<file path="config.mk">
export PLATFORM = sky130hd
export DESIGN_NAME = packet_arbiter
export DESIGN_NICKNAME = d
export VERILOG_FILES = /design/src/rtl/packet_arbiter.sv
export SDC_FILE = /design/constraint.sdc
export NUM_CORES = 1
export LEC_CHECK = 0
export BUFFER_PORTS_ARGS = -buffer_cell sky130_fd_sc_hd__buf_2
export CORE_ASPECT_RATIO = 0.8
export CORE_UTILIZATION = 30
export DETAILED_ROUTE_END_ITERATION = 6
export PLACE_DENSITY = 0.56
export SYNTH_ARGS = -nofsm -noshare
export SYNTH_HDL_FRONTEND = slang
export SYNTH_SLANG_ARGS = --single-unit
</file>
<file path="constraint.sdc">
create_clock -name clk -period 3.43 [get_ports clk]
set_clock_uncertainty 0.2 [all_clocks]
set_input_delay 0.1715 -clock clk [delete_from_list [all_inputs] [get_ports clk]]
set_output_delay 0.1715 -clock clk [all_outputs]
set_load 0.02 [all_outputs]
</file>
<file path="src/rtl/packet_arbiter.sv">
// rtl/packet_arbiter.sv - round-robin packet arbiter sharing one data bus among NUM_REQ sources
//
// Ports:
//   clk        rising-edge clock
//   reset      synchronous, active-high reset
//   req        per-requester packet request (level)
//   data_in    flattened requester words, requester i on [i*BUS_SIZE +: BUS_SIZE]
//   error      downstream checker error; aborts the packet in flight
//   grant      one-hot registered grant; requester advances one word per grant cycle
//   data_bus   registered forwarded word, 0 when bus_valid is low
//   bus_valid  data_bus carries a packet word
//   pkt_done   one-cycle pulse with the last word of a completed packet
//   abort_cnt  aborted packet count, saturating at 255
module packet_arbiter #(
  parameter int BUS_SIZE   = 16,
  parameter int WORD_SIZE  = 4,
  parameter int WORD_NUM   = BUS_SIZE / WORD_SIZE,
  parameter int NUM_REQ    = 4,
  parameter int PKT_LEN    = 4,
  parameter int GAP_CYCLES = 1
) (
  input  logic                        clk,
  input  logic                        reset,
  input  logic [NUM_REQ-1:0]          req,
  input  logic [NUM_REQ*BUS_SIZE-1:0] data_in,
  input  logic                        error,
  output logic [NUM_REQ-1:0]          grant,
  output logic [BUS_SIZE-1:0]         data_bus,
  output logic                        bus_valid,
  output logic                        pkt_done,
  output logic [7:0]                  abort_cnt
);

  localparam int PTR_W = (NUM_REQ > 1) ? $clog2(NUM_REQ) : 1;

  typedef enum logic [1:0] {
    IDLE,
    SEND,
    GAP
  } state_t;

  state_t               state, state_nxt;
  logic [PTR_W-1:0]     rr_ptr, rr_ptr_nxt;
  logic [3:0]           word_cnt, word_cnt_nxt;
  logic [2:0]           gap_cnt, gap_cnt_nxt;
  logic [NUM_REQ-1:0]   grant_nxt;
  logic [BUS_SIZE-1:0]  data_bus_nxt;
  logic                 bus_valid_nxt;
  logic                 pkt_done_nxt;
  logic [7:0]           abort_cnt_nxt;

  logic [PTR_W-1:0]     winner;
  logic [PTR_W-1:0]     cand;
  logic [BUS_SIZE-1:0]  sel_word;

  // (p + k) mod NUM_REQ for 1 <= k <= NUM_REQ
  function automatic logic [PTR_W-1:0] ring_add(input logic [PTR_W-1:0] p, input int k);
    int s;
    s = int'(p) + k;
    if (s >= NUM_REQ) s = s - NUM_REQ;
    return PTR_W'(s);
  endfunction

  // Scan from the farthest position back toward rr_ptr+1 so the last hit
  // is the nearest requester after the previous winner.
  always_comb begin
    winner = rr_ptr;
    cand   = rr_ptr;
    for (int k = NUM_REQ; k >= 1; k--) begin
      cand = ring_add(rr_ptr, k);
      if (req[cand]) winner = cand;
    end
  end

  // Granted requester's word, copied lane by lane so the sub-word layout
  // seen downstream matches the source slice exactly.
  always_comb begin
    sel_word = '0;
    for (int w = 0; w < WORD_NUM; w++) begin
      sel_word[w*WORD_SIZE +: WORD_SIZE] =
        data_in[int'(rr_ptr)*BUS_SIZE + w*WORD_SIZE +: WORD_SIZE];
    end
  end

  always_comb begin
    state_nxt     = state;
    rr_ptr_nxt    = rr_ptr;
    word_cnt_nxt  = word_cnt;
    gap_cnt_nxt   = gap_cnt;
    grant_nxt     = grant;
    data_bus_nxt  = '0;
    bus_valid_nxt = 1'b0;
    pkt_done_nxt  = 1'b0;
    abort_cnt_nxt = abort_cnt;

    case (state)
      IDLE: begin
        grant_nxt = '0;
        if (|req) begin
          grant_nxt[winner] = 1'b1;
          rr_ptr_nxt        = winner;
          word_cnt_nxt      = '0;
          state_nxt         = SEND;
        end
      end

      SEND: begin
        // Error wins over capture/completion; rr_ptr stays on the aborted
        // requester so it gets no retry priority.
        if (error) begin
          grant_nxt   = '0;
          gap_cnt_nxt = '0;
          state_nxt   = GAP;
          if (abort_cnt != 8'hFF) abort_cnt_nxt = abort_cnt + 8'd1;
        end else begin
          data_bus_nxt  = sel_word;
          bus_valid_nxt = 1'b1;
          word_cnt_nxt  = word_cnt + 4'd1;
          if (word_cnt == 4'(PKT_LEN - 1)) begin
            grant_nxt    = '0;
            pkt_done_nxt = 1'b1;
            gap_cnt_nxt  = '0;
            state_nxt    = GAP;
          end
        end
      end

      GAP: begin
        grant_nxt   = '0;
        gap_cnt_nxt = gap_cnt + 3'd1;
        if (gap_cnt == 3'(GAP_CYCLES - 1)) state_nxt = IDLE;
      end

      default: begin
        grant_nxt = '0;
        state_nxt = IDLE;
      end
    endcase
  end

  always_ff @(posedge clk) begin
    if (reset) begin
      state     <= IDLE;
      rr_ptr    <= PTR_W'(NUM_REQ - 1);
      word_cnt  <= '0;
      gap_cnt   <= '0;
      grant     <= '0;
      data_bus  <= '0;
      bus_valid <= 1'b0;
      pkt_done  <= 1'b0;
      abort_cnt <= '0;
    end else begin
      state     <= state_nxt;
      rr_ptr    <= rr_ptr_nxt;
      word_cnt  <= word_cnt_nxt;
      gap_cnt   <= gap_cnt_nxt;
      grant     <= grant_nxt;
      data_bus  <= data_bus_nxt;
      bus_valid <= bus_valid_nxt;
      pkt_done  <= pkt_done_nxt;
      abort_cnt <= abort_cnt_nxt;
    end
  end

endmodule

</file>
==> results.json <==
{
  "outcome": "completed",
  "via_per_inst": 4.788,
  "clk_pin_slew_worst_paths_ns": 0.08,
  "vias": 1781,
  "routed_wl_mm": 4.749,
  "total_leakage_power_uw": 0.001277,
  "tritoncts": "built",
  "gr-usage-met3": 0.03333,
  "grt_first_pass_wirelength_mm": 7.410,
  "final_number_of_max_transition_violations": 0,
  "antennaDiodeCount": 0,
  "path_delay_family": "simple AND/OR/NAND/NOR gates",
  "final.min_clock_period_ns": 2.053,
  "timing.hold.worst.start": "reset",
  "cts.repair_timing.setup_buffer_count": 0,
  "finalCritPeriodShare": 0.5986,
  "grt-busiest-layer": "met2",
  "height_of_the_chip_um": 74.77,
  "internal_power_of_the_cells_uw": 885.9,
  "ctsHoldBuffers": 0,
  "number_of_enable_flip_flop_cells_after_synthesis": 0,
  "pin_count": 101,
  "post_synth.cell_area_avg_sq_um": 10.68,
  "place.gp.congestion": 0.7571,
  "layout.nets": 362,
  "setup_tns_ns": 0,
  "worst_slack_ns": 1.377,
  "critical_path_arrival_ns": 2.04,
  "worstReg2RegEnd": "grant[3]$_SDFFE_PP0P_",
  "synth_warnings": 0,
  "grt_start_max_net_pins": 22,
  "antenna_violations_before_repair": 0,
  "detail_route.first_pass.iterations": 4,
  "placement.io_buffers": 100,
  "initial_utilization": 0.3114,
  "timing.critical_path.slowest_cell_delay_ns": 0.87,
  "die_w_um": 92.96,
  "tritoncts_buffers": 5,
  "maximum_frequency_from_static_timing_analysis_ghz": 0.4871,
  "wire_per_inst_um": 12.77,
  "power.density_cell_area_nw_per_um2": 442.7,
  "worstPathMaxFanout": 20,
  "placed_area_sq_um": 2572,
  "clk_path_buf_depth": 2,
  "max_cap_viol_count": 0,
  "sequentialPowerShare": 0.441,
  "slew_headroom": 0.3379,
  "final_area_sq_um": 2689,
  "die_area_sq_um": 6950,
  "min-delay-path-class": "in -> reg",
  "antenna_left": 0,
  "combPwrFrac": 0.225,
  "min_delay_path_depth": 2,
  "finished_core_util": 0.4217,
  "holdPathEnd": "abort_cnt[0]$_SDFFE_PP0P_",
  "dp_cells": 364,
  "worstPathBufferInverterCount": 0,
  "groute.layer.met2.usage": 0.2239,
  "regToRegSetupSlack_ns": 1.38,
  "clock_power_share": 0.334,
  "critical_path.cell_chain": "or4b_2 -> nor2_1 -> nand2_1 -> o41ai_1",
  "async_set_or_reset_register_ratio_after_synthesis": 0,
  "layoutNonFillerInstCount": 372,
  "worst-r2r-cell-count": 4,
  "critical_path_class": "reg -> reg",
  "timing.final.hold_violations": 0,
  "post_route_cells_drive_above_1_share": 0.4479,
  "crit_path_end_kind": "register",
  "post-synth-top-area-fraction": 0.4134,
  "detailed_place_hpwl_mm": 3.704,
  "total_routing_usage_reported_by_global_routing": 0.1358,
  "cts_repair_resize_count": 0,
  "clock_sinks": 41,
  "synthesis.nets": 261,
  "startpoint": "state[0]$_SDFFE_PP0P_",
  "power.switching_uw": 304.5,
  "synthDistinctLibCells": 47,
  "max_slew.worst_pin.slew_ns": 0.9807,
  "area_growth_syn_to_layout_pct": 35.41,
  "cts_max_level": 2,
  "core_sq_um": 6376,
  "worst_setup_path_start_kind": "register",
  "max-vdd-ir-drop_uv": 149.6,
  "detailedPlace.worstSlack_ns": 1.338,
  "globalRouteOverflowTotal": 0,
  "worst-endpoint-required_ns": 3.42,
  "postSynthCellCount": 186,
  "worstReg2RegStart": "state[0]$_SDFFE_PP0P_",
  "finalSetupViolations": 0,
  "clock_insertion_delay_worst_skew_ns": 0.29,
  "fp-row-count": 26,
  "grt_pass1_vias": 1644,
  "post-synth-top-area-cell": "sky130_fd_sc_hd__dfxtp_1",
  "rsz0062_at_grt": "no",
  "synth.yosys.seq_area_share": 0.4134,
  "synth_flop_cell": "sky130_fd_sc_hd__dfxtp_1",
  "drcViolationCount": 0,
  "clock_tree.root_cell": "sky130_fd_sc_hd__clkbuf_8",
  "drt-initial-drc-count": 93,
  "crit_path_top_delay_cell": "sky130_fd_sc_hd__or4b_2",
  "yosys_register_bits": 41,
  "syn_std_cell_area_sq_um": 1986,
  "ys_top_cells_by_area": "sky130_fd_sc_hd__dfxtp_1, sky130_fd_sc_hd__mux4_2, sky130_fd_sc_hd__and2b_1, sky130_fd_sc_hd__ha_1, sky130_fd_sc_hd__nor2b_1",
  "netSwitchingFraction": 0.2558,
  "met1_usage": 0.1719
}
==> registers in the layout, indices dropped and copies added (netlist names) <==
register,count
rr_ptr,2
word_cnt,4
grant,4
data_bus,16
pkt_done,1
bus_valid,1
state,2
gap_cnt,3
abort_cnt,8
==> cells in the mapped netlist, types with 2 or more instances <==
master                     number
sky130_fd_sc_hd__o21ai_0        7
sky130_fd_sc_hd__mux4_2        16
sky130_fd_sc_hd__inv_1          7
sky130_fd_sc_hd__or3_1          4
sky130_fd_sc_hd__nor2_1        12
sky130_fd_sc_hd__and2b_1       10
sky130_fd_sc_hd__nand3_1        4
sky130_fd_sc_hd__nand2b_1       2
sky130_fd_sc_hd__nand2_1       12
sky130_fd_sc_hd__or2b_1         2
sky130_fd_sc_hd__o41ai_1        2
sky130_fd_sc_hd__a21oi_1        9
sky130_fd_sc_hd__a32o_1         2
sky130_fd_sc_hd__nor3b_1        2
sky130_fd_sc_hd__ha_1           4
sky130_fd_sc_hd__xor2_1         3
sky130_fd_sc_hd__o211ai_1       4
sky130_fd_sc_hd__nor2b_1        8
sky130_fd_sc_hd__buf_2          3
sky130_fd_sc_hd__dfxtp_1       41
sky130_fd_sc_hd__and3_1         2
sky130_fd_sc_hd__nor3_1         2
sky130_fd_sc_hd__clkbuf_1       4
==> placed cells by master, fill, tap and decap left out, types with 6 or more instances in the layout <==
| cell type | instances |
|---|---|
| sky130_fd_sc_hd__nor2_1 | 12 |
| sky130_fd_sc_hd__buf_2 | 100 |
| sky130_fd_sc_hd__dfxtp_1 | 41 |
| sky130_fd_sc_hd__clkbuf_8 | 6 |
| sky130_fd_sc_hd__o21ai_0 | 7 |
| sky130_fd_sc_hd__a21oi_1 | 9 |
| sky130_fd_sc_hd__mux4_2 | 16 |
| sky130_fd_sc_hd__nor2b_1 | 8 |
| sky130_fd_sc_hd__and2b_1 | 10 |
| sky130_fd_sc_hd__inv_1 | 7 |
| sky130_fd_sc_hd__nand2_1 | 12 |
==> cell type report <==
class / count / area [sq um]
Tap cell: 84 / 105.1
Clock buffer: 7 / 86.33
Sequential cell: 41 / 820.8
Clock inverter: 1 / 30.03
Fill cell: 670 / 3687
Timing Repair Buffer: 102 / 515.5
Inverter: 7 / 26.28
Multi-Input combinational cell: 130 / 1105
==> metrics by stage <==
stage	total power [uW]	hold slack, ns
floorplan	719.5	0.1505
finish	1190	0.07265
detailed placement	806.0	0.2427
global route	1251	0.08111
global placement	802.4	0.2606
CTS	1209	0.06776
==> logic make-up after synthesis <==
family | synth area share
simple gates | 0.2086
buf+inv | 0.03024
compound gates | 0.1185
flops | 0.4134
mux | 0.1865
fa+ha+maj | 0.02521
xor+xnor | 0.01765
==> worst max path at each step <==
stage                                        to  slack, ns  cells past startpoint
final                     grant[3]$_SDFFE_PP0P_       1.38                      4
after global routing      grant[3]$_SDFFE_PP0P_       1.19                      4
after CTS                 grant[3]$_SDFFE_PP0P_       1.36                      4
after detailed placement  grant[2]$_SDFFE_PP0P_       1.34                      5
after global placement    grant[2]$_SDFFE_PP0P_       1.37                      5
after floorplan           grant[2]$_SDFFE_PP0P_       1.66                      5
==> layer usage <==
layer  routed length, um  up-vias
met5                   0        -
met4                  95        0
met3                 233        8
met2                2231       43
met1                2188      841
li1                    -      889
==> power by group through the flow <==
stage,Sequential (uW),Clock [uW],Combinational [uW]
after floorplan,546,0,174
after global placement,536,0,266
after detailed placement,537,0,269
after CTS,526,413,270
after global routing,530,429,291
final,525,397,268
(Power assumes the default switching activity.)
